===== config.mk =====
export PLATFORM = sky130hd
export DESIGN_NAME = serial_add_ctrl_flat
export DESIGN_NICKNAME = d
export VERILOG_FILES = /design/src/rtl/serial_add_pkg.sv /design/src/rtl/serial_add_ctrl_if.sv /design/src/rtl/full_adder.sv /design/src/rtl/serial_add_ctrl.sv /design/src/flat_wrapper.sv
export SDC_FILE = /design/constraint.sdc
export NUM_CORES = 1
export LEC_CHECK = 0
export ABC_AREA = 1
export CORE_MARGIN = 2
export CORE_UTILIZATION = 45
export CTS_CLUSTER_SIZE = 8
export DETAILED_ROUTE_END_ITERATION = 10
export GPL_TIMING_DRIVEN = 0
export PLACE_DENSITY = 0.69
export SETUP_SLACK_MARGIN = 0.02
export SLEW_MARGIN = 20
export SYNTH_ARGS = -nofsm -noshare
export SYNTH_HDL_FRONTEND = slang
export SYNTH_SLANG_ARGS = --single-unit

===== constraint.sdc =====
create_clock -name clk -period 1.5 [get_ports clk]
set_input_delay 0.45 -clock clk [delete_from_list [all_inputs] [get_ports clk]]
set_output_delay 0.45 -clock clk [all_outputs]
set_load 0.01 [all_outputs]

===== src/rtl/serial_add_pkg.sv =====
// serial_add_pkg
//   Shared definitions for the bit-serial adder sequencer.
//   - state_e   : sequencer state encoding (2'd3 is unused and recovers to IDLE)
//   - WIDTH_MAX : largest supported operand width
package serial_add_pkg;

    localparam int WIDTH_MAX = 32;

    typedef enum logic [1:0] {
        IDLE  = 2'd0,
        SHIFT = 2'd1,
        DONE  = 2'd2
    } state_e;

endpackage


===== src/rtl/serial_add_ctrl_if.sv =====
// serial_add_ctrl_if
//   Request/result bundle between an operand requester (master) and the
//   bit-serial adder sequencer (slave).
//   master drives : start, abort, a, b, cin
//   slave drives  : busy, done, sum, cout, ovf
interface serial_add_ctrl_if
    import serial_add_pkg::*;
#(
    parameter int WIDTH = 8
);
    logic             start;
    logic             abort;
    logic [WIDTH-1:0] a;
    logic [WIDTH-1:0] b;
    logic             cin;
    logic             busy;
    logic             done;
    logic [WIDTH-1:0] sum;
    logic             cout;
    logic             ovf;

    modport master (
        output start, abort, a, b, cin,
        input  busy, done, sum, cout, ovf
    );

    modport slave (
        input  start, abort, a, b, cin,
        output busy, done, sum, cout, ovf
    );
endinterface


===== src/rtl/full_adder.sv =====
// full_adder
//   Single 1-bit full adder cell, purely combinational.
//   Ports: a, b, cin -> sum, cout
module full_adder (
    input  logic a,
    input  logic b,
    input  logic cin,
    output logic sum,
    output logic cout
);
    assign sum  = a ^ b ^ cin;
    assign cout = (a & b) | (a & cin) | (b & cin);
endmodule


===== src/rtl/serial_add_ctrl.sv =====
// serial_add_ctrl
//   Bit-serial adder sequencer: adds two WIDTH-bit operands one bit per clock
//   through one shared full_adder cell and a carry flip-flop.
//   Ports:
//     clk   - rising-edge clock
//     rst_n - asynchronous active-low reset
//     bus   - slave side of serial_add_ctrl_if
//             (start/abort/a/b/cin in; busy/done/sum/cout/ovf out)
//   Timing: start accepted at edge E0, WIDTH shift edges E1..EWIDTH, done high
//   for one cycle after EWIDTH, back to IDLE on the following edge.
module serial_add_ctrl
    import serial_add_pkg::*;
#(
    parameter int WIDTH = 8
) (
    input  logic                clk,
    input  logic                rst_n,
    serial_add_ctrl_if.slave    bus
);
    localparam int CNT_W = (WIDTH > 1) ? $clog2(WIDTH) : 1;
    localparam logic [CNT_W-1:0] CNT_LAST = CNT_W'(WIDTH - 1);
    localparam logic [CNT_W-1:0] CNT_MSB_CIN = CNT_W'(WIDTH - 2);

    state_e           state_q;
    logic [WIDTH-1:0] a_sr_q;
    logic [WIDTH-1:0] b_sr_q;
    logic [WIDTH-1:0] sum_sr_q;
    logic             carry_q;
    logic             msb_cin_q;
    logic [CNT_W-1:0] cnt_q;
    logic             busy_q;
    logic             done_q;
    logic [WIDTH-1:0] sum_q;
    logic             cout_q;
    logic             ovf_q;

    logic             fa_sum;
    logic             fa_cout;
    logic [WIDTH-1:0] sum_sr_d;

    full_adder u_fa (
        .a    (a_sr_q[0]),
        .b    (b_sr_q[0]),
        .cin  (carry_q),
        .sum  (fa_sum),
        .cout (fa_cout)
    );

    // Result bits enter at the MSB so after WIDTH shifts bit 0 sits at the LSB.
    assign sum_sr_d = {fa_sum, sum_sr_q[WIDTH-1:1]};

    always_ff @(posedge clk or negedge rst_n) begin
        if (!rst_n) begin
            state_q   <= IDLE;
            a_sr_q    <= '0;
            b_sr_q    <= '0;
            sum_sr_q  <= '0;
            carry_q   <= 1'b0;
            msb_cin_q <= 1'b0;
            cnt_q     <= '0;
            busy_q    <= 1'b0;
            done_q    <= 1'b0;
            sum_q     <= '0;
            cout_q    <= 1'b0;
            ovf_q     <= 1'b0;
        end else begin
            case (state_q)
                IDLE: begin
                    done_q <= 1'b0;
                    // start wins over a simultaneous abort here
                    if (bus.start) begin
                        a_sr_q  <= bus.a;
                        b_sr_q  <= bus.b;
                        carry_q <= bus.cin;
                        cnt_q   <= '0;
                        busy_q  <= 1'b1;
                        state_q <= SHIFT;
                    end
                end
                SHIFT: begin
                    // abort outranks the last-bit transition; results untouched
                    if (bus.abort) begin
                        busy_q  <= 1'b0;
                        state_q <= IDLE;
                    end else begin
                        a_sr_q   <= a_sr_q >> 1;
                        b_sr_q   <= b_sr_q >> 1;
                        sum_sr_q <= sum_sr_d;
                        carry_q  <= fa_cout;
                        cnt_q    <= cnt_q + 1'b1;
                        // carry leaving bit WIDTH-2 is the carry into the MSB
                        if (cnt_q == CNT_MSB_CIN) begin
                            msb_cin_q <= fa_cout;
                        end
                        if (cnt_q == CNT_LAST) begin
                            sum_q   <= sum_sr_d;
                            cout_q  <= fa_cout;
                            ovf_q   <= msb_cin_q ^ fa_cout;
                            done_q  <= 1'b1;
                            state_q <= DONE;
                        end
                    end
                end
                DONE: begin
                    done_q  <= 1'b0;
                    busy_q  <= 1'b0;
                    state_q <= IDLE;
                end
                default: begin
                    done_q  <= 1'b0;
                    busy_q  <= 1'b0;
                    state_q <= IDLE;
                end
            endcase
        end
    end

    assign bus.busy = busy_q;
    assign bus.done = done_q;
    assign bus.sum  = sum_q;
    assign bus.cout = cout_q;
    assign bus.ovf  = ovf_q;

endmodule

===== src/flat_wrapper.sv =====
// flat-port wrapper written by rule: the top's interface ports become plain ports
module serial_add_ctrl_flat import serial_add_pkg::*;
#(
    parameter int WIDTH = 8
)
  (clk, rst_n, bus_start, bus_abort, bus_a, bus_b, bus_cin, bus_busy, bus_done, bus_sum, bus_cout, bus_ovf);
  serial_add_ctrl_if #(.WIDTH(WIDTH)) bus_i ();
  input  logic clk;
  input  logic rst_n;
  input wire logic [$bits(bus_i.start)-1:0] bus_start;
  input wire logic [$bits(bus_i.abort)-1:0] bus_abort;
  input wire logic [$bits(bus_i.a)-1:0] bus_a;
  input wire logic [$bits(bus_i.b)-1:0] bus_b;
  input wire logic [$bits(bus_i.cin)-1:0] bus_cin;
  output wire logic [$bits(bus_i.busy)-1:0] bus_busy;
  output wire logic [$bits(bus_i.done)-1:0] bus_done;
  output wire logic [$bits(bus_i.sum)-1:0] bus_sum;
  output wire logic [$bits(bus_i.cout)-1:0] bus_cout;
  output wire logic [$bits(bus_i.ovf)-1:0] bus_ovf;
  assign bus_i.start = bus_start;
  assign bus_i.abort = bus_abort;
  assign bus_i.a = bus_a;
  assign bus_i.b = bus_b;
  assign bus_i.cin = bus_cin;
  assign bus_busy = bus_i.busy;
  assign bus_done = bus_i.done;
  assign bus_sum = bus_i.sum;
  assign bus_cout = bus_i.cout;
  assign bus_ovf = bus_i.ovf;
  serial_add_ctrl #(.WIDTH(WIDTH)) u_core (.clk(clk), .rst_n(rst_n), .bus(bus_i));
endmodule

==> flow_metrics.tcl <==
set metrics [dict create \
    synth_commonest_cells "nand2_1, nand3_1, dfrtp_1" \
    min_period_ns 1.432 \
    fp.dieH_um 70.47 \
    crit_path_frequent_cell "nand2_1" \
    htree_levels 2 \
    p_int_uw 2246 \
    hold_class "in -> async" \
    maxCapViolCount 0 \
    grt_pass1_wl_um 6982 \
    gr-total-overflow 0 \
    final_nets 316 \
    dp_cells 334 \
    comb_power_share_pct 24.4 \
    portBuffers 32 \
    first_iter_violations 177 \
    postRouteAntennaNets 0 \
    track_usage_pct 17.84 \
    synthFlopType "dfrtp_1" \
    crit_fanout 10 \
    drive_above_1_share_pct 12.33 \
    vias_per_cell 4.965 \
    crit_chain "clkdlybuf4s50_1 > inv_2 > buf_4 > nand3_1 > clkbuf_4 > nand2_1 > nand2_1" \
    met2WireLength_um 1843 \
    cts-buffers-inserted 5 \
    vias 1708 \
    rows 24 \
    syn_to_final_growth_pct 25.87 \
    fp.dieW_um 70.47 \
    clock_latency_ns 0.29 \
    required_ns 1.73 \
    p_leak_uw 0.001444 \
    synthesis.area_um2 1988 \
    p_per_area_nw_per_um2 1301 \
    post-synth-top-count-cell "nand2_1" \
    die_area_um2 4966 \
    switchingPower_uw 1010 \
    finish.instance_area_um2 2502 \
    cp-start-kind "input port" \
    wl_met1_um 2023 \
    dp_hpwl_um 2837 \
    cts_tree "built" \
    power.share.switching_pct 31.01 \
    synth_edf_count 0 \
    stdcell_count 344 \
    slowest_delay_ns 0.53 \
    yosysTopAreaCell "dfrtp_1" \
    coreArea_um2 4294 \
    clock-sinks 42 \
    ys_types 15 \
    synthTopCellsByArea "dfrtp_1, nand2_1, nand3_1" \
    tightest_slew_ns 0.3761 \
    arrival_ns 1.66 \
    rsz0062_at_grt "no" \
    slew_headroom_pct 74.93 \
    grt_pass1_vias 1458 \
    critPathLaunch "bus_abort" \
    ir_drop_v 0.0006098 \
    worstReg2RegEnd "u_core.bus.sum[3]$_DFFE_PN0P_" \
    clockBufferDepth 2 \
    yosys_warnings 0 \
    place.gp.congestion 0.7645 \
    synth_top_area_share_pct 52.86 \
    grt_antenna_before_repair 0 \
    skew_ns 0.006372 \
    cts_root_buf "clkbuf_8" \
    postRouteWirelength_um 4069 \
    p_total_uw 3256 \
    synth_seq_cells 42 \
    cts_hold_buf 0 \
    sequentialPowerShare_pct 48.7 \
    placed_area_um2 2389 \
    dr_wl_met3_um 155 \
    rrSetupSlack_ns 0.12 \
    fmax_mhz 698.5 \
    initial_core_util_pct 46.30 \
    clk_pin_slew_worst_paths_ns 0.08 \
    setup_viol 0 \
    finalHoldViolCount 0 \
    end_kind "flip-flop" \
    clkPwrFrac_pct 26.8 \
    worstRegToRegCells 6 \
    pin_count 33 \
    wl_per_cell_um 11.83 \
    critPathSlowestCell "clkdlybuf4s50_1" \
    crit_type "in -> reg" \
    synth_fp_nets 274 \
    top_layer "met4" \
    synth_cells 249 \
    final_max_slew_viol_count 0 \
    status "complete, no violations" \
    worstReg2RegStart "u_core.cnt_q[0]$_DFFE_PN0P_" \
    crit_end "u_core.bus.sum[3]$_DFFE_PN0P_" \
    ys_seq_area_share_pct 52.86 \
    post-route-period-util_pct 95.44 \
    syn_avg_cell_area_um2 7.985 \
    drt_pre_antenna_iters 4 \
    async_flop_share_pct 100.0 \
    drcViolationCount 0 \
    grt_max_degree 28 \
    fill_cells 390 \
    diodes 0 \
]
## worst max-delay path: cells and delay by family
family                 cells  cell delay (ns)
buffers and inverters      4             0.95
and+or+nand+nor            3             0.26
## repair_timing
item | in CTS | in global routing
buffers inserted | 0 | 2
setup endpoints to repair | 22 | 22
gates resized for setup | 13 | 4
## sequential cells by signal, summed over array words and instances, names as in the netlist
signal	cells
u_core.msb_cin_q	1
u_core.state_q	2
u_core.cnt_q	3
u_core.a_sr_q	8
u_core.bus.ovf	1
u_core.carry_q	1
u_core.bus.cout	1
u_core.bus.busy	1
u_core.bus.sum	8
u_core.sum_sr_q	7
u_core.b_sr_q	8
u_core.bus.done	1
## final cells by class
| class | instances | area (um2) | share of cell area, % |
|---|---|---|---|
| timing repair buffer | 35 | 335.3 | 13.40 |
| clock inverter | 3 | 40.04 | 1.600 |
| tap | 52 | 65.06 | 2.600 |
| sequential | 42 | 1051 | 42.00 |
| multi-input combinational | 181 | 807.0 | 32.25 |
| buffer | 14 | 90.09 | 3.600 |
| clock buffer | 5 | 68.82 | 2.750 |
| inverter | 12 | 45.04 | 1.800 |
## cell usage in the layout (no fill, tap or decap)
cell / n
buf_2: 5
o21ai_0: 2
buf_12: 1
ha_1: 3
nand2_2: 3
o21ai_1: 1
inv_2: 3
buf_4: 9
bufinv_16: 1
dlygate4sd2_1: 12
nand3_1: 48
clkbuf_8: 5
inv_1: 9
clkbuf_2: 2
clkdlybuf4s50_1: 19
clkinv_2: 2
dfrtp_1: 42
nand2_1: 119
nand3_2: 1
clkbuf_4: 1
fa_1: 1
nor2_2: 3
## how the worst min path moves through the flow
stage,start,end,slack (ns),cells after the start
final,rst_n,u_core.a_sr_q[2]$_DFFE_PN0P_,0.06,1
after detailed placement,rst_n,u_core.a_sr_q[2]$_DFFE_PN0P_,0.39,1
after floorplan,rst_n,u_core.a_sr_q[0]$_DFFE_PN0P_,0.15,0
after global placement,u_core.bus.sum[7]$_DFFE_PN0P_,u_core.bus.sum[7]$_DFFE_PN0P_,0.45,2
after global routing,rst_n,u_core.a_sr_q[2]$_DFFE_PN0P_,0.09,1
after CTS,rst_n,u_core.a_sr_q[2]$_DFFE_PN0P_,0.07,1
## through the flow
step | setup WS (ns) | hold WS, ns | util (%) | TNS [ns]
global placement | -1.143 | 0.4538 | 55.27 | -54.79
finish | 0.06833 | 0.06384 | 58.28 | 0
CTS | 0.06179 | 0.06706 | 57.84 | 0
global route | 0.03242 | 0.08686 | 58.28 | 0
floorplan | 0.2844 | 0.1544 | - | 0
detailed placement | -0.3103 | 0.3877 | 55.62 | -6.989
## power groups by stage
stage / clock [uW] / sequential (uW) / combinational, uW
after CTS: 893 / 1580 / 803
after floorplan: 0 / 1570 / 562
after global routing: 955 / 1620 / 926
after detailed placement: 0 / 1600 / 808
final: 873 / 1590 / 796
after global placement: 0 / 1600 / 787
## cells by family (layout without fill, tap and decap cells)
family / Yosys count / count (layout) / synth area share [%]
AO/OA/AOI/OAI: 3 / 3 / 0.7550
buffers and inverters: 26 / 69 / 6.545
adder cells (fa/ha/maj): 4 / 4 / 2.895
AND/OR/NAND/NOR: 174 / 174 / 36.94
flip-flops: 42 / 42 / 52.86
## per-layer routing
layer	vias to the layer above	GRT usage (%)
met5	-	0
met4	0	5.128
met3	5	4.473
met2	30	25.58
met1	809	26.72
li1	864	-
Power figures use the tool's default switching activity.
